`src/rtl/alu_pkg.sv`:
```
// Shared definitions for the sequential 32-bit ALU: opcodes, FSM states and
// default sizing for the shift-add multiplier.
package alu_pkg;

    localparam int WIDTH_DEF    = 32;
    localparam int MUL_ITER_DEF = WIDTH_DEF;
    localparam int MUL_CNT_W    = $clog2(MUL_ITER_DEF);

    localparam logic [2:0] OP_AND  = 3'b000;
    localparam logic [2:0] OP_OR   = 3'b001;
    localparam logic [2:0] OP_ADD  = 3'b010;
    localparam logic [2:0] OP_NOT  = 3'b011;
    localparam logic [2:0] OP_NOR  = 3'b100;
    localparam logic [2:0] OP_MULU = 3'b101;
    localparam logic [2:0] OP_SUB  = 3'b110;
    localparam logic [2:0] OP_SLT  = 3'b111;

    typedef enum logic {
        ST_IDLE = 1'b0,
        ST_MUL  = 1'b1
    } state_t;

endpackage

```
`src/rtl/bitwise_inverter.sv`:
```
// Bitwise inverter shared by NOT, NOR and the A + ~B + 1 subtract path.
module bitwise_inverter #(
    parameter int WIDTH = 32
) (
    input  logic [WIDTH-1:0] a,
    output logic [WIDTH-1:0] y
);

    assign y = ~a;

endmodule

```
`src/rtl/shift_add_mul_32_bits.sv`:
```
// Iterative unsigned shift-add multiplier: one multiplier bit per cycle while
// run is high; product_next carries the accumulator value of the current step.
module shift_add_mul_32_bits
    import alu_pkg::*;
#(
    parameter int WIDTH    = WIDTH_DEF,
    parameter int MUL_ITER = WIDTH
) (
    input  logic                 clock,
    input  logic                 reset,
    input  logic                 start,
    input  logic                 run,
    input  logic [WIDTH-1:0]     a,
    input  logic [WIDTH-1:0]     b,
    output logic                 last,
    output logic [2*WIDTH-1:0]   product_next
);

    localparam int CNT_W = (MUL_ITER > 1) ? $clog2(MUL_ITER) : 1;

    logic [WIDTH-1:0]   mcand_q, mcand_d;
    logic [WIDTH-1:0]   mplr_q, mplr_d;
    logic [2*WIDTH-1:0] acc_q, acc_d;
    logic [CNT_W-1:0]   cnt_q, cnt_d;
    logic [WIDTH:0]     partial;

    always_comb begin
        // NOTE: every signal gets a default first so no path leaves it unassigned (no latch).
        mcand_d = mcand_q;
        mplr_d  = mplr_q;
        acc_d   = acc_q;
        cnt_d   = cnt_q;

        // 33-bit add into the upper half keeps the carry for the right shift.
        partial      = {1'b0, acc_q[2*WIDTH-1:WIDTH]} + (mplr_q[0] ? {1'b0, mcand_q} : '0);
        product_next = {partial, acc_q[WIDTH-1:1]};
        last         = run && (cnt_q == CNT_W'(MUL_ITER - 1));

        if (start) begin
            mcand_d = a;
            mplr_d  = b;
            acc_d   = '0;
            cnt_d   = '0;
        end else if (run) begin
            acc_d  = product_next;
            mplr_d = mplr_q >> 1;
            cnt_d  = cnt_q + CNT_W'(1);
        end
    end

    always_ff @(posedge clock) begin
        // NOTE: sequential state uses non-blocking assignments so every flop samples pre-edge values.
        if (reset) begin
            mcand_q <= '0;
            mplr_q  <= '0;
            acc_q   <= '0;
            cnt_q   <= '0;
        end else begin
            mcand_q <= mcand_d;
            mplr_q  <= mplr_d;
            acc_q   <= acc_d;
            cnt_q   <= cnt_d;
        end
    end

endmodule

```
`src/rtl/alu_seq_32_bits.sv`:
```
// Registered execute stage: single-cycle logic/arithmetic ops plus an
// iterative unsigned multiply, with a start/done handshake and Z/V flags.
module alu_seq_32_bits
    import alu_pkg::*;
#(
    parameter int WIDTH    = WIDTH_DEF,
    parameter int MUL_ITER = WIDTH
) (
    input  logic             clock,
    input  logic             reset,
    input  logic             start,
    input  logic [2:0]       op,
    input  logic [WIDTH-1:0] A,
    input  logic [WIDTH-1:0] B,
    output logic [WIDTH-1:0] S,
    output logic [WIDTH-1:0] H,
    output logic             Z,
    output logic             V,
    output logic             busy,
    output logic             done
);

    state_t           state_q, state_d;
    logic [WIDTH-1:0] s_q, s_d;
    logic [WIDTH-1:0] h_q, h_d;
    logic             z_q, z_d;
    logic             v_q, v_d;
    logic             done_q, done_d;

    logic [WIDTH-1:0]   not_a, not_b, nor_ab;
    logic [WIDTH-1:0]   sum_add, sum_sub, alu_s;
    logic               v_add, v_sub, slt, alu_v;
    logic               mul_start, mul_run, mul_last;
    logic [2*WIDTH-1:0] mul_product;

    bitwise_inverter #(.WIDTH(WIDTH)) u_inv_a  (.a(A),     .y(not_a));
    bitwise_inverter #(.WIDTH(WIDTH)) u_inv_b  (.a(B),     .y(not_b));
    bitwise_inverter #(.WIDTH(WIDTH)) u_inv_or (.a(A | B), .y(nor_ab));

    assign mul_start = (state_q == ST_IDLE) && start && (op == OP_MULU);
    assign mul_run   = (state_q == ST_MUL);

    shift_add_mul_32_bits #(
        .WIDTH    (WIDTH),
        .MUL_ITER (MUL_ITER)
    ) u_mul (
        .clock        (clock),
        .reset        (reset),
        .start        (mul_start),
        .run          (mul_run),
        .a            (A),
        .b            (B),
        .last         (mul_last),
        .product_next (mul_product)
    );

    always_comb begin
        sum_add = A + B;
        sum_sub = A + not_b + WIDTH'(1);
        v_add   = (A[WIDTH-1] == B[WIDTH-1]) && (sum_add[WIDTH-1] != A[WIDTH-1]);
        v_sub   = (A[WIDTH-1] != B[WIDTH-1]) && (sum_sub[WIDTH-1] != A[WIDTH-1]);
        // True sign of A-B: raw sign bit corrected by overflow.
        slt     = sum_sub[WIDTH-1] ^ v_sub;

        alu_s = '0;
        alu_v = 1'b0;
        case (op)
            OP_AND: alu_s = A & B;
            OP_OR:  alu_s = A | B;
            OP_ADD: begin alu_s = sum_add; alu_v = v_add; end
            OP_NOT: alu_s = not_a;
            OP_NOR: alu_s = nor_ab;
            OP_SUB: begin alu_s = sum_sub; alu_v = v_sub; end
            OP_SLT: alu_s = {{(WIDTH-1){1'b0}}, slt};
            default: alu_s = '0;
        endcase
    end

    always_comb begin
        state_d = state_q;
        s_d     = s_q;
        h_d     = h_q;
        z_d     = z_q;
        v_d     = v_q;
        done_d  = 1'b0;

        case (state_q)
            ST_IDLE: begin
                if (start) begin
                    if (op == OP_MULU) begin
                        state_d = ST_MUL;
                    end else begin
                        s_d    = alu_s;
                        h_d    = '0;
                        z_d    = (alu_s == '0);
                        v_d    = alu_v;
                        done_d = 1'b1;
                    end
                end
            end
            ST_MUL: begin
                // Results stay frozen until the final iteration lands.
                if (mul_last) begin
                    s_d     = mul_product[WIDTH-1:0];
                    h_d     = mul_product[2*WIDTH-1:WIDTH];
                    z_d     = (mul_product[WIDTH-1:0] == '0);
                    v_d     = 1'b0;
                    done_d  = 1'b1;
                    state_d = ST_IDLE;
                end
            end
            default: state_d = ST_IDLE;
        endcase
    end

    always_ff @(posedge clock) begin
        if (reset) begin
            state_q <= ST_IDLE;
            s_q     <= '0;
            h_q     <= '0;
            z_q     <= 1'b0;
            v_q     <= 1'b0;
            done_q  <= 1'b0;
        end else begin
            state_q <= state_d;
            s_q     <= s_d;
            h_q     <= h_d;
            z_q     <= z_d;
            v_q     <= v_d;
            done_q  <= done_d;
        end
    end

    assign S    = s_q;
    assign H    = h_q;
    assign Z    = z_q;
    assign V    = v_q;
    assign busy = (state_q == ST_MUL);
    assign done = done_q;

endmodule

```
`config.mk`:
```
export PLATFORM = sky130hd
export DESIGN_NAME = alu_seq_32_bits
export DESIGN_NICKNAME = d
export VERILOG_FILES = /design/src/rtl/alu_pkg.sv /design/src/rtl/bitwise_inverter.sv /design/src/rtl/shift_add_mul_32_bits.sv /design/src/rtl/alu_seq_32_bits.sv
export SDC_FILE = /design/constraint.sdc
export NUM_CORES = 1
export LEC_CHECK = 0
export ABC_AREA = 0
export CAP_MARGIN = 20
export CORE_MARGIN = 3
export CORE_UTILIZATION = 45
export DETAILED_ROUTE_END_ITERATION = 7
export PLACE_DENSITY = 0.68
export SETUP_SLACK_MARGIN = 0.2
export SKIP_CTS_REPAIR_TIMING = 1
export SYNTH_ARGS = -nofsm -noshare
export SYNTH_HDL_FRONTEND = slang
export SYNTH_SLANG_ARGS = --single-unit
```
`constraint.sdc`:
```
create_clock -name clock -period 4.6 [get_ports clock]
set_input_delay 0.46 -clock clock [delete_from_list [all_inputs] [get_ports clock]]
set_output_delay 0.46 -clock clock [all_outputs]
set_load 0.02 [all_outputs]
```
==> results.cfg, run 1 <==
[yosys]
synth_cells = 1952
yosysTopAreaCellShare_pct = 27.2
synth-seq-cells = 200
yosys.area.top_type = dfxtp_1
synth-main-ff-cell = dfxtp_1
synth_edf_count = 0
synth_nets = 2163
synth-seq-area-share_pct = 27.2
syn_avg_cell_area_sq_um = 7.53
netlist_area_sq_mm = 0.0147
yosysWarnings = 0
ys_types = 86
synth_area_leaders = dfxtp_1 27%, ha_1 12%, nand2_1 6.3%
async_reset_ff_share_pct = 0

[timing]
tightest_slew_ns = 1.05
finalHoldViolCount = 0
fmax_mhz = 210
fin_worst_skew_ns = 0.0139
whs_ns = 0.388
min_period_ns = 4.75
finalCritPeriodShare_pct = 103
relSlewSlack_pct = 29.9
rsz0062_at_grt = true
final-max-slew-violation-count = 0
finalSetupViolCount = 1
setup_slack_ns = -0.151

[worst_hold_path]
worstHoldPathType = input pin to flip-flop
hold_depth = 2

[clock_network]
cts_made_buffers = 17
clk_latency_ns = 0.47
cts-root-buf = clkbuf_16
cts_buffer_depth = 2
cts.clk_slew.worst_paths_ns = 0.07
htree_num_levels = 4
clkSinkCount = 200
cts_tree = yes

[setup_path]
cpMaxStageDelayCell = clkdlybuf4s50_1
cp_top_family = simple AND/OR/NAND/NOR gates
cp_max_fo = 4
critPathKind = input pin to flip-flop
cp.depth = 25
slowest_delay_ns = 0.47
path_buf_inv = 4
endpoint_kind = flip-flop
cp_common_cell = nor4_2
critPathRequiredTime_ns = 4.97
start_kind = input pin
cp.arrival_ns = 5.12
rr_worst_depth = 14

[route]
firstDrtPassIters = 8
wl_per_cell_um = 20.2
drc = 0
wirelength_um = 53800
final_antenna_net_count = 0
via_count = 15600
via_per_inst = 5.87
drtIter0Drc = 1449

[grt]
grt_pass1_vias = 14800
grt_max_degree = 84
track_usage_pct = 29.4
antenna_found_initial = 1
grt_pass1_wl_um = 82600
grt.overflow.total = 0

[place]
port_buffers = 137
dp_cells = 2624
hpwl_um = 40800
placed_area_sq_mm = 0.0179
pre_cts_ws_ns = -0.941
routabilityCongestion = 1.00

[floorplanning]
die_w_um = 187
dieArea_sq_mm = 0.0349
fp.dieH_um = 187
start_util_pct = 46.1
num_io_pins = 138
coreArea_sq_mm = 0.0319
rows = 65

[power_and_ir_drop]
p_leak_nw = 7.94
switchingPower_w = 0.00157
clkPwrFrac_pct = 31.7
pwr-share-comb_pct = 29.5
ir_drop_mv = 0.320
power_density_mw_per_mm2 = 245
swShare_pct = 34.0
p_int_w = 0.00306
pwr-share-seq_pct = 38.8

[finish]
area_growth_pct = 28.6
final_core_util_pct = 59.3
fillerInstances = 3013
nets = 2425
instances_no_fill = 2661
drive_above_1_share_pct = 17.1
fin_area_sq_mm = 0.0189
multiInputGateArea_sq_mm = 0.0102
diodes = 0
seqCellArea_sq_mm = 0.00401

[flow_run]
maxCapViolations = 0

[outcome]
violations = negative setup slack
status = finished with violations
## worst reg2reg max path: cells and delay by family, from the launching register on
kind,cells,cell delay [ns]
buf+inv,1,0.22
compound gates,10,2.27
fa+ha+maj,1,0.42
flops,1,0.36
simple gates,2,0.35
## per-stage QoR
step / TNS, ns / power, W
after detailed placement: -0.978 / 0.00311
after global routing: -0.368 / 0.00481
final: -0.151 / 0.00463
after CTS: -0.506 / 0.00457
after global placement: -0.862 / 0.00310
after floorplan: 0 / 0.00252
## per-layer routing
| layer | part of all wire [%] | up-vias | track usage, % |
|---|---|---|---|
| li1 | - | 7475 | - |
| met1 | 44 | 7461 | 40.2 |
| met2 | 46 | 606 | 47.6 |
| met3 | 6.9 | 89 | 4.55 |
| met4 | 2.7 | 0 | 9.65 |
| met5 | 0 | - | 0 |
## worst paths after layout
path	start	to	slack (ns)
worst max-delay path	A[12]	Z	-0.15
worst min-delay path	reset	H[1]	0.39
worst max register to register	u_mul.mplr_q[0]	u_mul.acc_q[63]	0.86
worst min register to register	u_mul.mcand_q[10]	u_mul.mcand_q[10]	0.45
## cell type report
| cell class | instances | share of cell area, % |
|---|---|---|
| clock buffers | 19 | 2.29 |
| clock inverters | 12 | 0.615 |
| multi-input cells | 1506 | 53.8 |
| repair buffers | 373 | 17.0 |
| well taps | 435 | 2.88 |
| flip-flops and latches | 200 | 21.2 |
| inverters | 116 | 2.30 |
## synthesized netlist by cell type (5+ instances only)
library cell,instances
nor3_1,49
o22a_1,5
o21a_1,12
and2_1,38
or3_1,9
nand3_1,39
a211oi_1,20
a21oi_1,182
xor2_1,13
mux2i_1,52
a22oi_1,13
ha_1,137
nor2b_1,16
o22ai_1,22
nor2_1,198
nand4_1,15
buf_2,21
a31oi_1,19
nor4_1,16
buf_1,17
inv_1,114
nor3b_1,7
a22o_1,18
nand2_1,247
o21ai_0,96
o31ai_1,18
dfxtp_1,200
and3_1,11
nand2b_1,18
a211o_1,5
o21bai_1,16
a222oi_1,35
a221oi_1,6
o211ai_1,22
a311oi_1,8
xnor2_1,34
a21o_1,21
or2_2,10
clkbuf_1,89
a32oi_1,5
## flip-flops by register name, summed over array words and instances, names as in the netlist, 5 cells and up
signal / flops
u_mul.mcand_q: 32
H: 32
u_mul.mplr_q: 32
S: 32
u_mul.cnt_q: 5
u_mul.acc_q: 63
## cell families (layout without fill, tap and decap cells)
group                      count (synthesis)  count (layout)  share of synthesized area (%)
xor gates and xnor gates                  47              47                           2.80
and+or+nand+nor                          687             687                           21.2
muxes                                     53              53                           3.69
AOI/OAI and AO/OA                        578             578                           26.4
adders and majority gates                141             141                           12.2
buffers and inverters                    246             520                           6.56
DFF                                      200             200                           27.2
## cells in the final DEF (no fill, tap or decap), types with 38 or more instances in the layout
cell type | Yosys | final
nand2_1 | 247 | 247
buf_4 | 2 | 233
dfxtp_1 | 200 | 199
nor2_1 | 198 | 198
a21oi_1 | 182 | 177
ha_1 | 137 | 115
clkdlybuf4s50_1 | 0 | 105
o21ai_0 | 96 | 95
inv_1 | 114 | 93
mux2i_1 | 52 | 52
nor3_1 | 49 | 43
nand3_1 | 39 | 39
and2_1 | 38 | 38
## power by group through the flow
| stage | sequential, W | clock, W | combinational [W] |
|---|---|---|---|
| final | 0.00179 | 0.00147 | 0.00137 |
| after floorplan | 0.00185 | 0 | 0.000676 |
| after global routing | 0.00180 | 0.00155 | 0.00147 |
| after global placement | 0.00183 | 0 | 0.00126 |
| after CTS | 0.00179 | 0.00149 | 0.00128 |
| after detailed placement | 0.00183 | 0 | 0.00127 |
(Power assumes the default switching activity.)
==> run 2: changes to the inputs <==
--- a/config.mk
+++ b/config.mk
@@ -10,7 +10,7 @@
 export CORE_MARGIN = 3
 export CORE_UTILIZATION = 45
 export DETAILED_ROUTE_END_ITERATION = 7
-export PLACE_DENSITY = 0.68
+export PLACE_DENSITY = 0.7
 export SETUP_SLACK_MARGIN = 0.2
 export SKIP_CTS_REPAIR_TIMING = 1
 export SYNTH_ARGS = -nofsm -noshare
==> run 2 against run 1 <==
Against the previous run: the flow still finishes with violations (negative setup slack); register-to-register slack barely moved; flip-flop and latch count did not move; routed wire length fell by 0.97%; sequential power barely moved; sequential share of layout area barely moved; design area rose by 0.20%; clock skew barely moved; fmax rose by 0.16%; largest cell class unchanged.
==> results.cfg, run 2 (synthesis gave the netlist of run 1 again) <==
[route]
firstDrtPassIters = 6
wirelength_um = 53300
drtIter0Drc = 1432
via_count = 15500
final_antenna_net_count = 0
drc = 0
wl_per_cell_um = 20.1
via_per_inst = 5.86

[setup_path]
r2r_start = u_mul.mplr_q[0]
reg2reg_to = u_mul.acc_q[63]
rr_worst_depth = 14
cpMaxStageDelayCell = fa_2
critPathKind = input pin to flip-flop
slowest_delay_ns = 0.36
crit_start = B[1]
crit_path_end = Z
cp.arrival_ns = 5.12
cp_top_family = simple AND/OR/NAND/NOR gates
cp_max_fo = 2
ff2ff_setup_slack_ns = 0.87
start_kind = input pin
path_buf_inv = 3
endpoint_kind = flip-flop
critPathRequiredTime_ns = 4.98
cp.depth = 26

[timing]
fmax_mhz = 211
setup_slack_ns = -0.143
rsz0062_at_grt = true
tightest_slew_ns = 1.15
relSlewSlack_pct = 23.1
finalCritPeriodShare_pct = 103
finalSetupViolCount = 1
fin_worst_skew_ns = 0.0141
finalHoldViolCount = 0
min_period_ns = 4.74
final-max-slew-violation-count = 0

[grt]
track_usage_pct = 29.3
grt_pass1_vias = 15000
gr-usage-met1_pct = 39.7
grt_pass1_wl_um = 82300
busiest_layer = met2
grt_max_degree = 83
antenna_found_initial = 0
met2_usage_pct = 48.8
use_met3_pct = 3.49
grt.overflow.total = 0

[power_and_ir_drop]
swShare_pct = 33.1
pwr-share-comb_pct = 28.4
power_density_mw_per_mm2 = 252
p_int_w = 0.00320
p_leak_nw = 7.99
pwr-share-seq_pct = 37.5
clkPwrFrac_pct = 34.1
switchingPower_w = 0.00159
ir_drop_mv = 0.280

[finish]
fin_area_sq_mm = 0.0190
fillerInstances = 2978
drive_above_1_share_pct = 17.3
largest_register_ffs = 63
final_core_util_pct = 59.5
largest-register = u_mul.acc_q
layout_common_cells = 246 x nand2_1, 220 x buf_4, 199 x dfxtp_1
nets = 2412
diodes = 0
area_growth_pct = 28.9
layout_commonest_cell = nand2_1

[clock_network]
cts_buffer_depth = 2
cts_tree = yes
htree_num_levels = 4
cts_made_buffers = 17
clk_latency_ns = 0.47
cts.clk_slew.worst_paths_ns = 0.09
cts-root-buf = clkbuf_16
clkSinkCount = 200

[outcome]
status = finished with violations
violations = negative setup slack

[floorplanning]
rows = 65
coreArea_sq_mm = 0.0319
fp.dieH_um = 187
die_w_um = 187
dieArea_sq_mm = 0.0349
num_io_pins = 138
start_util_pct = 46.1

[place]
port_buffers = 137
routabilityCongestion = 0.966
hpwl_um = 40400
placed_area_sq_mm = 0.0177

[flow_run]
maxCapViolations = 0

[worst_hold_path]
worstHoldPathType = input pin to flip-flop
[run 2: cell count changes in the layout (fill, tap and decap cells not counted), sizes merged]
cell / change
buf: -12
clkdlybuf4s50: -8
dlymetal6s2s: +6
bufinv: +2
clkinvlp: -2
clkbuf: +1
clkinv: +1
[run 2: final cells by class]
class / instances / area, sq um / share of cell area [%]
timing repair buffer: 360 / 3120 / 16.5
tap: 435 / 544 / 2.87
inverter: 116 / 443 / 2.34
sequential: 200 / 4010 / 21.1
clock buffer: 19 / 453 / 2.39
clock inverter: 13 / 179 / 0.944
multi-input combinational: 1506 / 10200 / 53.8
[run 2: power groups by stage]
stage	logic (W)	clock network (W)	registers [W]
after floorplan	0.000676	0	0.00185
after global placement	0.00125	0	0.00183
after detailed placement	0.00125	0	0.00183
after CTS	0.00126	0.00166	0.00179
after global routing	0.00146	0.00172	0.00180
final	0.00136	0.00163	0.00179
[run 2: worst register-to-register path: stages (launching register included)]
cell and delay [ns]:
dfxtp_1 0.44, buf_4 0.27, and2_1 0.16, ha_1 0.28, a21o_1 0.20, a21oi_1 0.23, o221ai_1 0.14, o21bai_1 0.24
a311oi_1 0.61, o211ai_1 0.21, a31oi_1 0.27, a211oi_1 0.13, o21a_1 0.18, nor2_1 0.13, a211oi_1 0.09
[run 2: how the worst min path moves through the flow]
stage,endpoint,start,slack [ns],cells past startpoint
floorplan,u_mul.mcand_q[0],u_mul.mcand_q[0],0.43,2
global placement,u_mul.mcand_q[0],u_mul.mcand_q[0],0.44,2
detailed placement,u_mul.mcand_q[2],u_mul.mcand_q[2],0.44,2
CTS,H[0],reset,0.38,2
global route,H[7],reset,0.39,2
finish,H[16],reset,0.39,2
[run 2: layer usage]
metal  vias to the layer above  part of all wire, %
li1                       7437                    -
met1                      7440                   45
met3                        82                  5.7
met4                         0                  2.4
met2                       574                   47
met5                         -                    0
[run 2: per-stage QoR]
stage / instances / setup TNS (ns) / total power, W / hold WS, ns / worst slack (ns)
6_report: 2649 / -0.143 / 0.00479 / 0.390 / -0.143
3_3_place_gp: 2610 / -0.918 / 0.00308 / 0.438 / -0.893
2_1_floorplan: 1952 / 0 / 0.00252 / 0.432 / 0.212
4_1_cts: 2642 / -0.705 / 0.00472 / 0.376 / -0.705
3_5_place_dp: 2610 / -1.34 / 0.00309 / 0.443 / -1.16
5_1_grt: 2649 / -0.433 / 0.00497 / 0.385 / -0.433
